$ cat config.mk
export PLATFORM = sky130hd
export DESIGN_NAME = bus_dma_master_flat
export DESIGN_NICKNAME = d
export VERILOG_FILES = /design/src/rtl/bus_dma_master_if.sv /design/src/rtl/bus_dma_master.sv /design/src/flat_wrapper.sv
export SDC_FILE = /design/constraint.sdc
export NUM_CORES = 1
export LEC_CHECK = 0
export ABC_AREA = 0
export CAP_MARGIN = 20
export CORE_ASPECT_RATIO = 1.2
export CORE_MARGIN = 4
export CORE_UTILIZATION = 25
export CTS_CLUSTER_DIAMETER = 120
export DETAILED_ROUTE_END_ITERATION = 12
export DONT_BUFFER_PORTS = 1
export PLACE_DENSITY = 0.43
export REMOVE_ABC_BUFFERS = 1
export SETUP_SLACK_MARGIN = 0.05
export SKIP_CTS_REPAIR_TIMING = 1
export SLEW_MARGIN = 20
export SYNTH_ARGS = -nofsm -noshare
export SYNTH_HDL_FRONTEND = slang
export SYNTH_SLANG_ARGS = --single-unit
$ cat constraint.sdc
create_clock -name clk -period 5.6 [get_ports clk]
set_clock_uncertainty 0.2 [all_clocks]
set_input_delay 0 -clock clk [delete_from_list [all_inputs] [get_ports clk]]
set_output_delay 0 -clock clk [all_outputs]
set_load 0.02 [all_outputs]
$ cat src/rtl/bus_dma_master_if.sv
// Word-bus signal bundle shared by a bus initiator and its slaves.
// Strobes and the grant/ready handshake are active-low.
interface bus_dma_master_if #(
  parameter int unsigned ADDR_W = 30,
  parameter int unsigned DATA_W = 32
);
  logic              req_;
  logic              grnt_;
  logic              as_;
  logic              rw;
  logic [ADDR_W-1:0] addr;
  logic [DATA_W-1:0] wr_data;
  logic [DATA_W-1:0] rd_data;
  logic              rdy_;

  modport master (
    output req_, as_, rw, addr, wr_data,
    input  grnt_, rd_data, rdy_
  );

  modport slave (
    input  req_, as_, rw, addr, wr_data,
    output grnt_, rd_data, rdy_
  );
endinterface

$ cat src/rtl/bus_dma_master.sv
// Word-bus DMA initiator: copies LEN words, one read then one write per word,
// holding the bus from grant until completion or rdy_ timeout.
module bus_dma_master #(
  parameter int unsigned ADDR_W = 30,
  parameter int unsigned DATA_W = 32,
  parameter int unsigned LEN_W  = 16,
  parameter int unsigned TMO_W  = 8
) (
  input  logic              clk,
  input  logic              reset,
  input  logic              start,
  input  logic [ADDR_W-1:0] src_addr,
  input  logic [ADDR_W-1:0] dst_addr,
  input  logic [LEN_W-1:0]  len,
  output logic              busy,
  output logic              done,
  output logic              err,
  bus_dma_master_if.master  bus
);

  // Last waiting count before abort: the counter would hit all-ones on this cycle.
  localparam logic [TMO_W-1:0] TMO_LAST = {{(TMO_W-1){1'b1}}, 1'b0};

  typedef enum logic [2:0] {
    S_IDLE,
    S_REQ,
    S_RD,
    S_WR,
    S_FIN,
    S_ABT
  } state_e;

  state_e            state_q,   state_d;
  logic [ADDR_W-1:0] cur_src_q, cur_src_d;
  logic [ADDR_W-1:0] cur_dst_q, cur_dst_d;
  logic [LEN_W-1:0]  rem_q,     rem_d;
  logic [TMO_W-1:0]  tmo_q,     tmo_d;
  logic              busy_q,    busy_d;
  logic              done_q,    done_d;
  logic              err_q,     err_d;
  logic              req_n_q,   req_n_d;
  logic              as_n_q,    as_n_d;
  logic              rw_q,      rw_d;
  logic [ADDR_W-1:0] addr_q,    addr_d;
  logic [DATA_W-1:0] wr_data_q, wr_data_d;

  logic [ADDR_W-1:0] src_nxt_c;
  logic [ADDR_W-1:0] dst_nxt_c;

  assign src_nxt_c = cur_src_q + ADDR_W'(1);
  assign dst_nxt_c = cur_dst_q + ADDR_W'(1);

  // Next-state and registered-output logic.
  always_comb begin
    state_d   = state_q;
    cur_src_d = cur_src_q;
    cur_dst_d = cur_dst_q;
    rem_d     = rem_q;
    tmo_d     = tmo_q;
    busy_d    = busy_q;
    done_d    = 1'b0;
    err_d     = 1'b0;
    req_n_d   = req_n_q;
    as_n_d    = as_n_q;
    rw_d      = rw_q;
    addr_d    = addr_q;
    wr_data_d = wr_data_q;

    unique case (state_q)
      S_IDLE: begin
        if (start) begin
          if (len != '0) begin
            cur_src_d = src_addr;
            cur_dst_d = dst_addr;
            rem_d     = len;
            req_n_d   = 1'b0;
            busy_d    = 1'b1;
            state_d   = S_REQ;
          end else begin
            done_d = 1'b1;
          end
        end
      end

      S_REQ: begin
        if (!bus.grnt_) begin
          as_n_d  = 1'b0;
          rw_d    = 1'b1;
          addr_d  = cur_src_q;
          tmo_d   = '0;
          state_d = S_RD;
        end
      end

      S_RD, S_WR: begin
        if (!bus.rdy_) begin
          tmo_d = '0;
          if (state_q == S_RD) begin
            // Strobe stays low into the write; only address and direction change.
            wr_data_d = bus.rd_data;
            as_n_d    = 1'b0;
            rw_d      = 1'b0;
            addr_d    = cur_dst_q;
            state_d   = S_WR;
          end else begin
            rem_d     = rem_q - LEN_W'(1);
            cur_src_d = src_nxt_c;
            cur_dst_d = dst_nxt_c;
            if (rem_q == LEN_W'(1)) begin
              as_n_d  = 1'b1;
              rw_d    = 1'b1;
              state_d = S_FIN;
            end else begin
              as_n_d  = 1'b0;
              rw_d    = 1'b1;
              addr_d  = src_nxt_c;
              state_d = S_RD;
            end
          end
        end else if (tmo_q == TMO_LAST) begin
          as_n_d  = 1'b1;
          rw_d    = 1'b1;
          state_d = S_ABT;
        end else begin
          tmo_d = tmo_q + TMO_W'(1);
        end
      end

      S_FIN: begin
        req_n_d = 1'b1;
        busy_d  = 1'b0;
        done_d  = 1'b1;
        state_d = S_IDLE;
      end

      S_ABT: begin
        req_n_d = 1'b1;
        busy_d  = 1'b0;
        err_d   = 1'b1;
        state_d = S_IDLE;
      end

      default: state_d = S_IDLE;
    endcase
  end

  always_ff @(posedge clk or negedge reset) begin
    if (!reset) begin
      state_q   <= S_IDLE;
      cur_src_q <= '0;
      cur_dst_q <= '0;
      rem_q     <= '0;
      tmo_q     <= '0;
      busy_q    <= 1'b0;
      done_q    <= 1'b0;
      err_q     <= 1'b0;
      req_n_q   <= 1'b1;
      as_n_q    <= 1'b1;
      rw_q      <= 1'b1;
      addr_q    <= '0;
      wr_data_q <= '0;
    end else begin
      state_q   <= state_d;
      cur_src_q <= cur_src_d;
      cur_dst_q <= cur_dst_d;
      rem_q     <= rem_d;
      tmo_q     <= tmo_d;
      busy_q    <= busy_d;
      done_q    <= done_d;
      err_q     <= err_d;
      req_n_q   <= req_n_d;
      as_n_q    <= as_n_d;
      rw_q      <= rw_d;
      addr_q    <= addr_d;
      wr_data_q <= wr_data_d;
    end
  end

  assign busy        = busy_q;
  assign done        = done_q;
  assign err         = err_q;
  assign bus.req_    = req_n_q;
  assign bus.as_     = as_n_q;
  assign bus.rw      = rw_q;
  assign bus.addr    = addr_q;
  assign bus.wr_data = wr_data_q;

endmodule

$ cat src/flat_wrapper.sv
// flat-port wrapper written by rule: the top's interface ports become plain ports
module bus_dma_master_flat 
#(
  parameter int unsigned ADDR_W = 30,
  parameter int unsigned DATA_W = 32,
  parameter int unsigned LEN_W  = 16,
  parameter int unsigned TMO_W  = 8
)
  (clk, reset, start, src_addr, dst_addr, len, busy, done, err, bus_req_, bus_as_, bus_rw, bus_addr, bus_wr_data, bus_grnt_, bus_rd_data, bus_rdy_);
  bus_dma_master_if #(.ADDR_W(ADDR_W), .DATA_W(DATA_W)) bus_i ();
  input  logic clk;
  input  logic reset;
  input  logic start;
  input  logic [ADDR_W-1:0] src_addr;
  input  logic [ADDR_W-1:0] dst_addr;
  input  logic [LEN_W-1:0] len;
  output logic busy;
  output logic done;
  output logic err;
  output wire logic [$bits(bus_i.req_)-1:0] bus_req_;
  output wire logic [$bits(bus_i.as_)-1:0] bus_as_;
  output wire logic [$bits(bus_i.rw)-1:0] bus_rw;
  output wire logic [$bits(bus_i.addr)-1:0] bus_addr;
  output wire logic [$bits(bus_i.wr_data)-1:0] bus_wr_data;
  input wire logic [$bits(bus_i.grnt_)-1:0] bus_grnt_;
  input wire logic [$bits(bus_i.rd_data)-1:0] bus_rd_data;
  input wire logic [$bits(bus_i.rdy_)-1:0] bus_rdy_;
  assign bus_req_ = bus_i.req_;
  assign bus_as_ = bus_i.as_;
  assign bus_rw = bus_i.rw;
  assign bus_addr = bus_i.addr;
  assign bus_wr_data = bus_i.wr_data;
  assign bus_i.grnt_ = bus_grnt_;
  assign bus_i.rd_data = bus_rd_data;
  assign bus_i.rdy_ = bus_rdy_;
  bus_dma_master #(.ADDR_W(ADDR_W), .DATA_W(DATA_W), .LEN_W(LEN_W), .TMO_W(TMO_W)) u_core (.clk(clk), .reset(reset), .start(start), .src_addr(src_addr), .dst_addr(dst_addr), .len(len), .busy(busy), .done(done), .err(err), .bus(bus_i));
endmodule
==> metrics.txt <==
# TYPE chip_impl_metric gauge
chip_impl_metric{name="drt_first_iter_violations",unit=""} 528
chip_impl_info{name="critical_path.endpoint_type",value="register"} 1
chip_impl_metric{name="wire_per_inst",unit="microns"} 20.3
chip_impl_metric{name="hpwlAfterDp",unit="microns"} 21700
chip_impl_metric{name="clkSlewWorstSetupHoldPaths",unit="ns"} 0.07
chip_impl_metric{name="max-clock-path-buffers",unit=""} 2
chip_impl_metric{name="viasPerCell",unit=""} 5.26
chip_impl_info{name="crit_slowest_cell",value="sky130_fd_sc_hd__or3b_2"} 1
chip_impl_metric{name="global_route.usage.total",unit="%"} 15.7
chip_impl_metric{name="synthesis.instances",unit=""} 1015
chip_impl_metric{name="grt_start_max_net_pins",unit=""} 156
chip_impl_metric{name="post-place-cells",unit=""} 1405
chip_impl_metric{name="total_standard_cell_area_after_synthesis",unit="sq um"} 9000
chip_impl_metric{name="area_growth",unit="%"} 27.0
chip_impl_metric{name="seqCellArea",unit="sq um"} 3880
chip_impl_metric{name="critical_path.max_stage_delay",unit="ns"} 0.78
chip_impl_metric{name="irDropWorstVdd",unit="mV"} 0.250
chip_impl_info{name="grt_setup_unrepaired",value="false"} 1
chip_impl_metric{name="drc",unit=""} 0
chip_impl_metric{name="antenna_violations_before_repair",unit=""} 2
chip_impl_metric{name="cp_num_cells",unit=""} 5
chip_impl_metric{name="worst_slew_margin_rel",unit="%"} 30.6
chip_impl_metric{name="ys_ff_latch",unit=""} 155
chip_impl_metric{name="floorplan.rows",unit=""} 75
chip_impl_metric{name="synth_edf_count",unit=""} 0
chip_impl_metric{name="finalHoldViolations",unit=""} 4
chip_impl_info{name="synth_ff_type",value="sky130_fd_sc_hd__dfrtp_1"} 1
chip_impl_info{name="cts_tree",value="done"} 1
chip_impl_metric{name="die-height",unit="microns"} 216
chip_impl_metric{name="die-width",unit="microns"} 181
chip_impl_metric{name="worst_hold_slack",unit="ns"} -0.00442
chip_impl_metric{name="htree_num_levels",unit=""} 4
chip_impl_metric{name="cts_inserted_buffers",unit=""} 17
chip_impl_metric{name="power_leakage",unit="uW"} 0.00441
chip_impl_info{name="clockRootBuffer",value="sky130_fd_sc_hd__clkbuf_16"} 1
chip_impl_metric{name="routed-via-count",unit=""} 8332
chip_impl_metric{name="power_density",unit="nW/um^2"} 563
chip_impl_metric{name="synth.lib_cells_used.distinct",unit=""} 66
chip_impl_metric{name="place_area",unit="sq um"} 9350
chip_impl_metric{name="floorplan.die_area",unit="sq um"} 39100
chip_impl_metric{name="grt_first_pass_wirelength",unit="microns"} 48300
chip_impl_metric{name="design.portCount",unit=""} 181
chip_impl_metric{name="place.gp.congestion",unit=""} 0.774
chip_impl_info{name="min-delay-path-class",value="in -> async"} 1
chip_impl_metric{name="maxCapViolations",unit=""} 0
chip_impl_metric{name="worst-path-max-fanout",unit=""} 33
chip_impl_metric{name="postSynthAreaPerCell",unit="sq um"} 8.87
chip_impl_metric{name="antenna_left",unit=""} 0
chip_impl_metric{name="cp_num_buf_inv",unit=""} 2
chip_impl_info{name="final_common_cell",value="sky130_fd_sc_hd__dfrtp_1"} 1
chip_impl_info{name="failed_checks",value="hold timing"} 1
chip_impl_metric{name="drtPass1Iterations",unit=""} 4
chip_impl_metric{name="worst-slew-pin-transition",unit="ns"} 1.03
chip_impl_info{name="critical_path.cell_chain",value="or3b_2, nor2_2, buf_4, mux2_2, dlygate4sd3_1"} 1
chip_impl_metric{name="cts.sink_count",unit=""} 155
chip_impl_metric{name="fillerInstances",unit=""} 3714
chip_impl_metric{name="worst_ep_required_time",unit="ns"} 5.72
chip_impl_metric{name="ff2ff_path_depth",unit=""} 5
chip_impl_metric{name="fin_util",unit="%"} 32.4
chip_impl_metric{name="max_freq",unit="MHz"} 308
chip_impl_metric{name="final-setup-viol-count",unit=""} 0
chip_impl_info{name="crit_type",value="reg -> reg"} 1
chip_impl_metric{name="synth_seq_area_share",unit="%"} 43.1
chip_impl_metric{name="floorplan.initialDensity",unit="%"} 25.5
chip_impl_metric{name="place_worst_setup_slack",unit="ns"} 2.60
chip_impl_metric{name="synth-async-reset-ratio",unit="%"} 100
chip_impl_metric{name="globalRouteOverflowTotal",unit=""} 0
chip_impl_info{name="layout_common_cells",value="sky130_fd_sc_hd__dfrtp_1 (152), sky130_fd_sc_hd__dlygate4sd3_1 (144), sky130_fd_sc_hd__a21oi_1 (105)"} 1
chip_impl_metric{name="finalMaxSlewViolations",unit=""} 0
chip_impl_metric{name="routed_wl",unit="microns"} 32100
chip_impl_info{name="status",value="finished, violations left"} 1
chip_impl_metric{name="buffer_ports.inserted",unit=""} 0
chip_impl_info{name="critical-path-top-delay-family",value="simple AND/OR/NAND/NOR gates"} 1
chip_impl_metric{name="yosys_warnings",unit=""} 0
chip_impl_metric{name="multiInputGateArea",unit="sq um"} 4730
chip_impl_metric{name="final_critical_path_setup_slack",unit="ns"} 2.36
chip_impl_metric{name="postLayoutCellArea",unit="sq um"} 11400
chip_impl_metric{name="post_layout_nonfiller_instances",unit=""} 1584
chip_impl_metric{name="finalWorstPathRequiredPeriod",unit="ns"} 3.24
chip_impl_metric{name="clkLatencyLatePin",unit="ns"} 0.45
chip_impl_metric{name="final_layout_size_suffix_gt1_share",unit="%"} 9.73
chip_impl_metric{name="final.period_utilization",unit="%"} 57.9
chip_impl_metric{name="nets",unit=""} 1226
chip_impl_metric{name="worst-endpoint-arrival",unit="ns"} 3.37
chip_impl_info{name="worst_setup_path_start_kind",value="register"} 1
chip_impl_metric{name="first_global_vias",unit=""} 7707
chip_impl_metric{name="floorplan.core_area",unit="sq um"} 35300
[cells in the mapped netlist (11+ instances only)]
cell type	number	area share [%]
sky130_fd_sc_hd__a21oi_1	106	5.9
sky130_fd_sc_hd__a22o_1	11	1.1
sky130_fd_sc_hd__a2bb2oi_1	18	1.8
sky130_fd_sc_hd__a31oi_1	20	1.4
sky130_fd_sc_hd__and3_1	17	1.2
sky130_fd_sc_hd__buf_2	21	1.2
sky130_fd_sc_hd__clkbuf_1	52	2.2
sky130_fd_sc_hd__dfrtp_1	152	42
sky130_fd_sc_hd__inv_1	21	0.88
sky130_fd_sc_hd__mux2_2	39	4.9
sky130_fd_sc_hd__mux2i_1	13	1.4
sky130_fd_sc_hd__nand2_1	78	3.3
sky130_fd_sc_hd__nand3_1	57	3.2
sky130_fd_sc_hd__nand4_1	30	2.1
sky130_fd_sc_hd__nor2_1	63	2.6
sky130_fd_sc_hd__nor3_1	18	1.0
sky130_fd_sc_hd__nor4_1	20	1.4
sky130_fd_sc_hd__o21ai_0	95	5.3
sky130_fd_sc_hd__o22ai_1	34	2.4
sky130_fd_sc_hd__o31ai_1	11	0.92
[where the power goes]
part           leakage [uW]  switching, uW  internal, uW
registers           0.00181           1010          1640
logic               0.00230           1390          1140
clock network      0.000296            515           755
total               0.00441           2910          3530
[flip-flops by register name, indices dropped and copies added (netlist names), 3 cells and up]
register and flops:
u_core.bus.addr 30, u_core.bus.wr_data 32, u_core.cur_dst_q 30, u_core.cur_src_q 30
u_core.rem_q 16, u_core.state_q 3, u_core.tmo_q 8
[final timing paths]
path	start	endpoint	slack, ns
hold / removal	reset	u_core.cur_dst_q[1]	-0.004
max in group asynchronous	reset	u_core.rem_q[12]	4.50
hold reg to reg	u_core.tmo_q[5]	u_core.tmo_q[5]	0.32
min in group clk	dst_addr[1]	u_core.cur_dst_q[1]	0.05
setup / recovery	u_core.state_q[1]	u_core.bus.wr_data[5]	2.36
setup reg to reg	u_core.state_q[1]	u_core.bus.wr_data[5]	2.36
[cell type report]
| type | instances | area share (%) |
|---|---|---|
| Antenna cell | 2 | 0.0437 |
| Clock buffer | 20 | 3.90 |
| Clock inverter | 12 | 1.50 |
| Inverter | 21 | 0.689 |
| Multi-Input combinational cell | 756 | 41.3 |
| Sequential cell | 155 | 33.9 |
| Tap cell | 462 | 5.05 |
| Timing Repair Buffer | 156 | 13.6 |
[per-stage QoR]
step	setup TNS, ns	total power [uW]
after floorplan	-96.58	4120
after global routing	0	6920
after CTS	0	6200
after global placement	0	4880
after detailed placement	0	4910
final	0	6440
[cell families (layout without fill, tap and decap cells)]
logic type	count (synthesis)	after routing	synth area share [%]
AO/OA/AOI/OAI	362	362	25.1
AND/OR/NAND/NOR	330	330	18.9
flip-flops	155	155	43.1
buffers and inverters	104	209	4.74
multiplexers	58	58	7.32
adder cells (fa/ha/maj)	6	6	0.834
other	0	2	0
[per-layer routing]
metal / up-vias / GRT usage (%) / part of all wire (%)
met5: - / 0 / 0
met4: 0 / 4.93 / 1.8
li1: 4022 / - / -
met2: 200 / 25.0 / 48
met3: 34 / 4.80 / 4.7
met1: 4076 / 20.5 / 45
Power figures use the tool's default switching activity.
